<file path="src/rtl/datapath_sequencer.sv">
// datapath_sequencer: two-cycle fetch/execute controller for the 4-register,
// 4-bit datapath. It fetches from a 16-word instruction memory at PC, decodes
// the instruction register into the 13-bit control word, and sequences the PC,
// branches, the memory write strobe and halt.
//
// Build option: define SEQ_ILLEGAL_TRAP_EN to trap opcode E (Error=1, go to
// HALT). When it is undefined, opcode E behaves as NOP and Error stays 0.
//
// state | meaning
// ------+-----------------------------------------------------------
// IDLE  | out of reset, waiting for Start
// FETCH | latch Instr into IR, control word held at zero
// EXEC  | drive decoded control word, update PC at end of cycle
// HALT  | HLT or trap executed, Done high, waiting for Start to restart
module datapath_sequencer (
  input  logic        CLK,
  input  logic        RST_N,
  input  logic        Start,
  input  logic [15:0] Instr,
  input  logic        Zero,
  output logic [3:0]  PC,
  output logic [12:0] ControlWord,
  output logic [3:0]  ConstantIn,
  output logic        MemWr,
  output logic        Busy,
  output logic        Done,
  output logic        Error
);

  typedef enum logic [1:0] {
    S_IDLE  = 2'd0,
    S_FETCH = 2'd1,
    S_EXEC  = 2'd2,
    S_HALT  = 2'd3
  } state_t;

  localparam logic [3:0] OP_NOP  = 4'h0;
  localparam logic [3:0] OP_MOV  = 4'h1;
  localparam logic [3:0] OP_ADD  = 4'h2;
  localparam logic [3:0] OP_SUB  = 4'h3;
  localparam logic [3:0] OP_AND  = 4'h4;
  localparam logic [3:0] OP_OR   = 4'h5;
  localparam logic [3:0] OP_XOR  = 4'h6;
  localparam logic [3:0] OP_NOT  = 4'h7;
  localparam logic [3:0] OP_ADDI = 4'h8;
  localparam logic [3:0] OP_LDI  = 4'h9;
  localparam logic [3:0] OP_LD   = 4'hA;
  localparam logic [3:0] OP_ST   = 4'hB;
  localparam logic [3:0] OP_BRZ  = 4'hC;
  localparam logic [3:0] OP_JMP  = 4'hD;
  localparam logic [3:0] OP_RSV  = 4'hE;
  localparam logic [3:0] OP_HLT  = 4'hF;

  localparam logic [3:0] FS_A    = 4'b0000;
  localparam logic [3:0] FS_ADD  = 4'b0010;
  localparam logic [3:0] FS_SUB  = 4'b0101;
  localparam logic [3:0] FS_AND  = 4'b1000;
  localparam logic [3:0] FS_OR   = 4'b1001;
  localparam logic [3:0] FS_XOR  = 4'b1010;
  localparam logic [3:0] FS_NOTA = 4'b1011;
  localparam logic [3:0] FS_B    = 4'b1100;

  state_t      state_q;
  logic [3:0]  pc_q, pc_d;
  logic [15:0] ir_q;
  logic        error_q, busy_q, done_q;

  logic [3:0]  op, imm;
  logic [1:0]  dr, sa, sb;
  logic        mb, md, rw, mem_wr, fields_en, trap_op, halt_op;
  logic [3:0]  fs;
  logic        unused_ir_bits;

  assign op  = ir_q[15:12];
  assign dr  = ir_q[11:10];
  assign sa  = ir_q[9:8];
  assign sb  = ir_q[7:6];
  assign imm = ir_q[3:0];
  // IR bits [5:4] carry no meaning in the instruction format.
  assign unused_ir_bits = ^ir_q[5:4];

`ifdef SEQ_ILLEGAL_TRAP_EN
  assign trap_op = (op == OP_RSV);
`else
  assign trap_op = 1'b0;
`endif

  assign halt_op = (op == OP_HLT) || trap_op;

  // Opcode decode into datapath control fields; only driven out during EXEC.
  always_comb begin
    mb        = 1'b0;
    md        = 1'b0;
    rw        = 1'b0;
    fs        = FS_A;
    mem_wr    = 1'b0;
    fields_en = 1'b1;
    case (op)
      OP_NOP:  fields_en = 1'b0;
      OP_MOV:  begin fs = FS_A;    rw = 1'b1; end
      OP_ADD:  begin fs = FS_ADD;  rw = 1'b1; end
      OP_SUB:  begin fs = FS_SUB;  rw = 1'b1; end
      OP_AND:  begin fs = FS_AND;  rw = 1'b1; end
      OP_OR:   begin fs = FS_OR;   rw = 1'b1; end
      OP_XOR:  begin fs = FS_XOR;  rw = 1'b1; end
      OP_NOT:  begin fs = FS_NOTA; rw = 1'b1; end
      OP_ADDI: begin mb = 1'b1; fs = FS_ADD; rw = 1'b1; end
      OP_LDI:  begin mb = 1'b1; fs = FS_B;   rw = 1'b1; end
      OP_LD:   begin md = 1'b1; rw = 1'b1; end
      OP_ST:   mem_wr = 1'b1;
      OP_RSV:  fields_en = 1'b0;
      default: ;
    endcase

    ControlWord = 13'd0;
    ConstantIn  = 4'd0;
    MemWr       = 1'b0;
    if ((state_q == S_EXEC) && fields_en) begin
      ControlWord = {dr, sa, sb, mb, fs, md, rw};
      ConstantIn  = imm;
      MemWr       = mem_wr;
    end
  end

  // Next PC at the end of EXEC: jump, conditional branch on Zero, or increment.
  always_comb begin
    pc_d = pc_q + 4'd1;
    if (op == OP_JMP) begin
      pc_d = imm;
    end else if ((op == OP_BRZ) && Zero) begin
      pc_d = imm;
    end
  end

  // Sequencer FSM with registered PC, IR and status outputs.
  always_ff @(posedge CLK or negedge RST_N) begin
    if (!RST_N) begin
      state_q <= S_IDLE;
      pc_q    <= 4'd0;
      ir_q    <= 16'd0;
      error_q <= 1'b0;
      busy_q  <= 1'b0;
      done_q  <= 1'b0;
    end else begin
      case (state_q)
        S_IDLE: begin
          if (Start) begin
            state_q <= S_FETCH;
            pc_q    <= 4'd0;
            busy_q  <= 1'b1;
          end
        end
        S_FETCH: begin
          ir_q    <= Instr;
          state_q <= S_EXEC;
        end
        S_EXEC: begin
          if (halt_op) begin
            state_q <= S_HALT;
            busy_q  <= 1'b0;
            done_q  <= 1'b1;
            error_q <= trap_op;
          end else begin
            state_q <= S_FETCH;
            pc_q    <= pc_d;
          end
        end
        S_HALT: begin
          if (Start) begin
            state_q <= S_FETCH;
            pc_q    <= 4'd0;
            error_q <= 1'b0;
            busy_q  <= 1'b1;
            done_q  <= 1'b0;
          end
        end
        default: state_q <= S_IDLE;
      endcase
    end
  end

  assign PC    = pc_q;
  assign Busy  = busy_q;
  assign Done  = done_q;
  assign Error = error_q;

endmodule

</file>
<file path="config.mk">
export PLATFORM = sky130hd
export DESIGN_NAME = datapath_sequencer
export DESIGN_NICKNAME = d
export VERILOG_FILES = /design/src/rtl/datapath_sequencer.sv
export SDC_FILE = /design/constraint.sdc
export NUM_CORES = 1
export LEC_CHECK = 0
export ABC_CLOCK_PERIOD_IN_PS = 2800
export CELL_PAD_IN_SITES_DETAIL_PLACEMENT = 1
export CELL_PAD_IN_SITES_GLOBAL_PLACEMENT = 2
export CORE_MARGIN = 2
export CORE_UTILIZATION = 33
export DETAILED_ROUTE_END_ITERATION = 8
export DONT_BUFFER_PORTS = 1
export PLACE_DENSITY = 0.71
export SLEW_MARGIN = 5
export SYNTH_ARGS = -nofsm -noshare
export SYNTH_HDL_FRONTEND = slang
export SYNTH_SLANG_ARGS = --single-unit
</file>
<file path="constraint.sdc">
create_clock -name CLK -period 2.8 [get_ports CLK]
set_input_delay 0.56 -clock CLK [delete_from_list [all_inputs] [get_ports CLK]]
set_output_delay 0.56 -clock CLK [all_outputs]
set_load 0.02 [all_outputs]
</file>
==> summary by stage, run 1 <==
Drt
The uppermost metal layer occupied by signal nets is met4. Wire segments on met3 add up to 205 µm in the final route. The number of iterations in the first detailed-routing pass is 4. The final route contains 918 vias.

The number of remaining DRC errors is 0. After detailed routing, the met2 layer carries 1520 µm of wire. For this block, the initial DRC count from the detailed router was 58.

Once detail routing completed, the nets flagged for antenna violations numbered 0. For this block, wires on met1 add up to 1300 µm. After detailed routing, the number of vias per cell comes to 5.37. The total length of routed wires is 3060 µm. Dividing the detail-routed wire length by the instance count gives 17.9 µm.

Critical path
The kind of start point of the critical path is a register. STA classifies the critical path endpoint as an output pin. The cell with the largest stage delay on the worst path is sky130_fd_sc_hd__dfrtp_1. Walking the worst path, the cells encountered are or3_1 -> a21oi_1 -> nor2b_1 -> buf_4 -> and2_1. By startpoint and endpoint, the worst setup path is classified as reg2out. The critical path data arrival time is 1.85 ns. Along the worst path, the maximum fanout reaches 12.

In this design, the stage delay of the slowest critical-path cell is 0.55 ns. Data on the critical path is required at its endpoint by 2.24 ns.

CTS
The cell sitting at the root of the clock tree is a sky130_fd_sc_hd__clkbuf_8. The total CTS buffers is 3. No sink is reached through more buffers than the 2 on the longest clock path. The clock tree from TritonCTS is yes. In this run the number of H-tree levels came out at 1. The latest clock arrival within the worst-skew pair is 0.26 ns. Clock-pin slew was measured on the worst setup and hold paths at 0.08 ns.

The number of clock sinks is 22. The count of buffers added by post-CTS timing repair for setup is 0.

Yosys
Synthesis produced a netlist with a net count of 147. Of the synthesized area, sequential elements account for 0.436. The number of unique standard cell types used by synthesis is 38. Yosys printed 0 warnings. The cell area after synthesis is 1260 µm². Yosys mapped a number of flops with a built-in enable equal to 0. The number of register bits inferred by synthesis is 22. After synthesis, the share of flip-flops with an asynchronous set or reset is 1.00. The most used flip-flop cell after synthesis is sky130_fd_sc_hd__dfrtp_1. Counting every instance in the synthesized netlist gives 123. The synthesized area per cell is 10.3 µm².

Global routing
The first global-routing pass estimated 5180 µm of wire. In the global route stage, overall resource usage came out at 0.154. The number of antenna violations at the first check in global routing came to 0. Entering global routing, the biggest net connects 23 pins. The total overflow left after global routing is 0. The via count of the first global-routing pass is 1029.

Placement
After detailed placement, the total cell area comes to 1300 µm². The wire-length estimate of the detail-placed layout is 2280 µm. Before CTS, the worst setup slack after placement is 0.701 ns. The number of input and output port buffers inserted is 0. The total instance count after detailed placement is 166. The final weighted congestion in routability-driven placement is 0.695.

STA
The number of failing hold endpoints at the final stage is 0. The max-slew violation total from the final report is 0. The setup total negative slack is 0 ns. In this run the tightest slew margin relative to its limit is 0.311.

Setup violations remaining at the end of the flow were counted as 0. The worst path in the final design needs a cycle of 2.41 ns, including I/O delays and setup. The final clock skew is 0.00825 ns.

Of the available clock period, the critical path in the final layout requires 0.860. The setup slack of the critical path after layout is 0.392 ns. Setup repair after global routing left no endpoint under its margin. Timing would allow up to 415 MHz. The slew at the pin closest to its max-slew limit is 1.03 ns.

Run
Max-cap violations in this run came to 0.

Final layout
Leaving out filler cells and counting taps, the final layout contains 171. The area overhead of the layout relative to synthesis is 8.12%. The fraction of the core area covered by cells at the end of the flow is 0.373.

After routing the design area is 1370 µm². Leaving out fill and tap cells, the most frequent cell in the layout is sky130_fd_sc_hd__dfrtp_1. The antenna diode count is 0. Leaving out fill and tap cells, the most frequent cells in the layout are sky130_fd_sc_hd__dfrtp_1 (22), sky130_fd_sc_hd__mux2_2 (13), sky130_fd_sc_hd__and2_1 (12).

The final net count is 148. In the final layout, the share of cells above drive strength 1 is 0.195.

Power
The analysis attributes to cell leakage a power of 0.000570 µW. The cell area power density is 1190 nW/µm². Across the VDD grid, the largest voltage drop is 0.486 mV.

Die
The I/O pin count is 45. The area of the placeable core is 3660 µm². Measured along the y axis, the die boundary spans 65.9 µm.

The initial core utilization is 0.345. The die is 65.9 µm wide. The total die area is 4340 µm². The initialized floorplan defines 22 standard-cell rows.

Run status
The flow ran to the end, and the final reports show no timing, DRC or antenna violations.

Worst hold path
The min-delay analysis places its worst path in the category in2reg.
[cell families after synthesis]
kind of cell	Yosys count	synth area share
simple gates	43	0.200
other cells	1	0.00297
compound gates	21	0.112
fa+ha+maj	4	0.0396
flops	22	0.436
mux	18	0.155
buf+inv	13	0.0475
xor+xnor	1	0.00693
[Yosys cell counts (2+ instances only)]
| cell | count | area, µm² |
|---|---|---|
| sky130_fd_sc_hd__inv_1 | 6 | 22.5 |
| sky130_fd_sc_hd__buf_4 | 2 | 15.0 |
| sky130_fd_sc_hd__o21ai_0 | 4 | 20.0 |
| sky130_fd_sc_hd__mux2_2 | 13 | 146 |
| sky130_fd_sc_hd__or3_1 | 2 | 12.5 |
| sky130_fd_sc_hd__a31oi_1 | 2 | 12.5 |
| sky130_fd_sc_hd__and2_1 | 12 | 75.1 |
| sky130_fd_sc_hd__nor2b_1 | 4 | 25.0 |
| sky130_fd_sc_hd__dfrtp_1 | 22 | 551 |
| sky130_fd_sc_hd__nand3_1 | 2 | 10.0 |
| sky130_fd_sc_hd__mux2i_1 | 5 | 50.1 |
| sky130_fd_sc_hd__buf_2 | 3 | 15.0 |
| sky130_fd_sc_hd__nand2_1 | 8 | 30.0 |
| sky130_fd_sc_hd__a21oi_1 | 4 | 20.0 |
| sky130_fd_sc_hd__nor2_1 | 5 | 18.8 |
| sky130_fd_sc_hd__ha_1 | 4 | 50.1 |
| sky130_fd_sc_hd__nor3_1 | 4 | 20.0 |
[worst max-delay path, delay by kind of cell, from the launching register on]
family                 cells  cell delay, ns
AO/OA/AOI/OAI              1            0.13
buffers and inverters      1            0.16
flip-flops                 1            0.55
AND/OR/NAND/NOR            3            0.74
[power breakdown]
part           switching, µW  internal (µW)  total [µW]
Clock                    104            125         230
Sequential               223            462         685
Combinational            399            313         712
Total                    726            901        1630
[cell type report]
cell class                      count  area, µm²
Inverter                            6       22.5
Multi-Input combinational cell     88        653
Sequential cell                    22        551
Fill cell                         433       2290
Tap cell                           48       60.1
Timing Repair Buffer                3       25.0
Clock buffer                        4       55.1
[repair_timing]
| action | 4_1_cts | 5_1_grt |
|---|---|---|
| gates resized for setup | 0 | 0 |
| hold buffers | 1 | 0 |
| hold endpoints to repair | 22 | 0 |
[final timing paths]
kind	from	slack [ns]	cells after the start	endpoint
hold / removal	Instr[14]	0.43	2	ir_q[14]
max in group asynchronous	RST_N	1.25	1	ir_q[12]
hold reg to reg	ir_q[11]	0.51	1	ir_q[11]
min in group asynchronous	RST_N	0.91	1	PC[1]
setup / recovery	ir_q[15]	0.39	5	ControlWord[11]
setup reg to reg	state_q[0]	0.86	6	PC[3]
[registers in the layout, indices dropped and copies added (netlist names)]
name     count
PC           4
Done         1
ir_q        14
Busy         1
state_q      2
[metrics by stage]
step	power (µW)	hold slack, ns
2_1_floorplan	1240	0.264
3_3_place_gp	1350	0.265
3_5_place_dp	1410	0.265
4_1_cts	1650	0.424
5_1_grt	1760	0.429
6_report	1630	0.432
[routing by layer]
| layer | vias up | global-route usage |
|---|---|---|
| met5 | - | 0 |
| li1 | 422 | - |
| met2 | 30 | 0.279 |
| met3 | 4 | 0.0358 |
| met4 | 0 | 0.0469 |
| met1 | 462 | 0.177 |
(Power assumes the default switching activity.)
==> inputs of run 2 (changes only) <==
--- a/config.mk
+++ b/config.mk
@@ -12,6 +12,7 @@
 export CORE_UTILIZATION = 33
 export DETAILED_ROUTE_END_ITERATION = 8
 export DONT_BUFFER_PORTS = 1
+export GPL_TIMING_DRIVEN = 0
 export PLACE_DENSITY = 0.71
 export SLEW_MARGIN = 5
 export SYNTH_ARGS = -nofsm -noshare
==> run 2 against run 1 <==
Fmax down 8.7%. Sequential power shrank 12%. Combinational power rose by 16%. Worst setup slack lost 0.23 ns. Core utilization is 1.1 points higher. Global-route usage increased by 0.87 points. Largest power group unchanged.
==> summary by stage, run 2 (synthesis results as in run 1) <==
CTS
Counting along the longest clock path gives a buffer depth of 2. The library cell used as clock root buffer is sky130_fd_sc_hd__clkbuf_8. Clock tree synthesis inserted a total of 3 buffers. The count of buffers added by post-CTS timing repair for setup is 0. Clock-pin slew was measured on the worst setup and hold paths at 0.08 ns. The clock reaches the later pin of the worst-skew pair after 0.26 ns. The post-cts sizing count is 0.

The number of levels the H-tree was split into is 1. Clock tree synthesis found a total of 22 sinks. The clock tree from TritonCTS is yes.

Final layout
The fraction of layout cells with a size suffix above 1 is 0.211. For this run, the post-layout net count is 153. Leaving out fill and tap cells, the most frequent cells in the layout are sky130_fd_sc_hd__dfrtp_1 (22), sky130_fd_sc_hd__mux2_2 (13), sky130_fd_sc_hd__and2_1 (12). The number of antenna diodes in the final layout is 0. The number of flip-flops in the largest register is 14. Leaving out fill and tap cells, the most frequent cell in the layout is sky130_fd_sc_hd__dfrtp_1. Ranked by flip-flop count, first place goes to ir_q. With fillers left out, the area of the finished cells amounts to 1410 µm². Relative to the synthesized area, the layout overhead comes to 11.2%. The post-layout instance count excluding filler cells is 176.

Global routing
The maximum number of pins on one net before global-route repair is 23. The first global-routing pass estimated 5380 µm of wire. In the global route stage, overall resource usage came out at 0.162. The via count of the first global-routing pass is 1052.

The number of antenna violations at the first check in global routing is 0. The total congestion overflow is 0.

Critical path
The category of the critical setup timing path is reg2out. The worst setup path is captured at an output pin. The required time of the worst setup path is 2.24 ns. Of all nets on the critical path, the largest fanout is 10. STA classifies the critical path startpoint as a register. For the worst setup path, the data arrival time is 2.08 ns.

STA
The number of failing hold endpoints at the final stage is 0. The share of the cycle needed by the critical path after routing is 0.942. The worst-case headroom to the max-slew limit is 0.313.

Static timing analysis puts the maximum clock frequency at 379 MHz. The max-slew violation total from the final report was 0. After layout, the minimum clock period comes to 2.64 ns.

Hold is met by 0.427 ns. Setup repair after global routing left no endpoint under its margin. The number of failing setup endpoints in the final timing report is 0.

Once routing completed, OpenROAD measured the worst setup slack at 0.164 ns. For the pin with the worst max-slew slack, the measured transition is 1.02 ns. Across the routed clock network, the largest skew measured is 0.00337 ns. The setup total negative slack is 0 ns.

Drt
For this block, the initial DRC count from the detailed router was 27. The number of remaining DRC errors is 0. In the final routed layout, each cell accounts on average for 18.2 µm. The number of iterations in the first detailed-routing pass is 3. The total length of routed wires is 3200 µm. The ratio of routed vias to standard cells is 5.32. The final antenna-violating net count is 0. Summing over every cut layer, the via total after detailed routing is 937.

Placement
The total instance count after detailed placement is 171. In this run the tool buffered the top-level ports with 0 buffer cells. The cell area after placement is 1320 µm². Timing analysis after detailed placement gives a worst setup slack of 0.459 ns.

The final weighted congestion in routability-driven placement is 0.670. The half-perimeter wire length after detailed placement is 2340 µm.

Power
The cell area power density is 1230 nW/µm². VDD sags by at most 0.490 mV. The static leakage is 0.000591 µW.

Run status
The run finished with clean final reports.

Die
The floorplan step set the die height to 65.9 µm. The die covers 4340 µm². For this configuration, the core starts out at a cell density of 0.345. 45 I/O pins were placed. The area of the placeable core is 3660 µm². The cell row count is 22. The die extent in x is 65.9 µm.

Worst hold path
The class of the tightest hold or removal check is in2reg.

Run
Max-cap violations in this run came to 0.
[run 2: final cells by class]
class                           count  area, µm²
Buffer                              7       37.5
Clock buffer                        3       41.3
Clock inverter                      1       30.0
Fill cell                         416       2260
Inverter                            6       22.5
Multi-Input combinational cell     88        653
Sequential cell                    22        551
Tap cell                           48       60.1
Timing Repair Buffer                1       10.0
[run 2: what timing repair did]
action                                  in CTS  in global routing
hold endpoints to repair                    22                  0
hold buffers                                 1                  0
endpoints found under the setup margin       0                  0
[run 2: stage by stage]
| step | utilization | total power [µW] |
|---|---|---|
| 5_1_grt | 0.384 | 1860 |
| 6_report | 0.384 | 1720 |
| 3_3_place_gp | 0.362 | 1380 |
| 4_1_cts | 0.384 | 1750 |
| 2_1_floorplan | - | 1240 |
| 3_5_place_dp | 0.362 | 1440 |
[run 2: power by group]
| group | internal, µW | switching [µW] | leakage [µW] |
|---|---|---|---|
| clock | 191 | 104 | 0.0000357 |
| combinational | 331 | 496 | 0.000293 |
| sequential | 464 | 139 | 0.000263 |
[run 2: layer usage]
metal  vias to the layer above  GRT usage  wire, µm
li1                        435          -         -
met1                       468      0.196      1390
met2                        30      0.287      1610
met3                         4     0.0358       156
met4                         0     0.0469        39
met5                         -          0         0
[run 2: final timing paths]
| check | startpoint | to | slack [ns] | cells past startpoint |
|---|---|---|---|---|
| hold / removal | Instr[14] | ir_q[14] | 0.43 | 2 |
| setup / recovery | state_q[0] | ControlWord[10] | 0.16 | 4 |
| setup reg to reg | state_q[0] | PC[2] | 0.68 | 6 |
| min in group asynchronous | RST_N | ir_q[10] | 0.91 | 1 |
| max in group asynchronous | RST_N | PC[1] | 1.29 | 1 |
| hold reg to reg | ir_q[9] | ir_q[9] | 0.51 | 1 |
[run 2: critical path: stages (launching register included)]
cell and delay [ns]:
sky130_fd_sc_hd__dfrtp_1 0.42, sky130_fd_sc_hd__inv_1 0.07, sky130_fd_sc_hd__ha_1 0.36, sky130_fd_sc_hd__nor2b_1 0.60, sky130_fd_sc_hd__and2_1 0.35
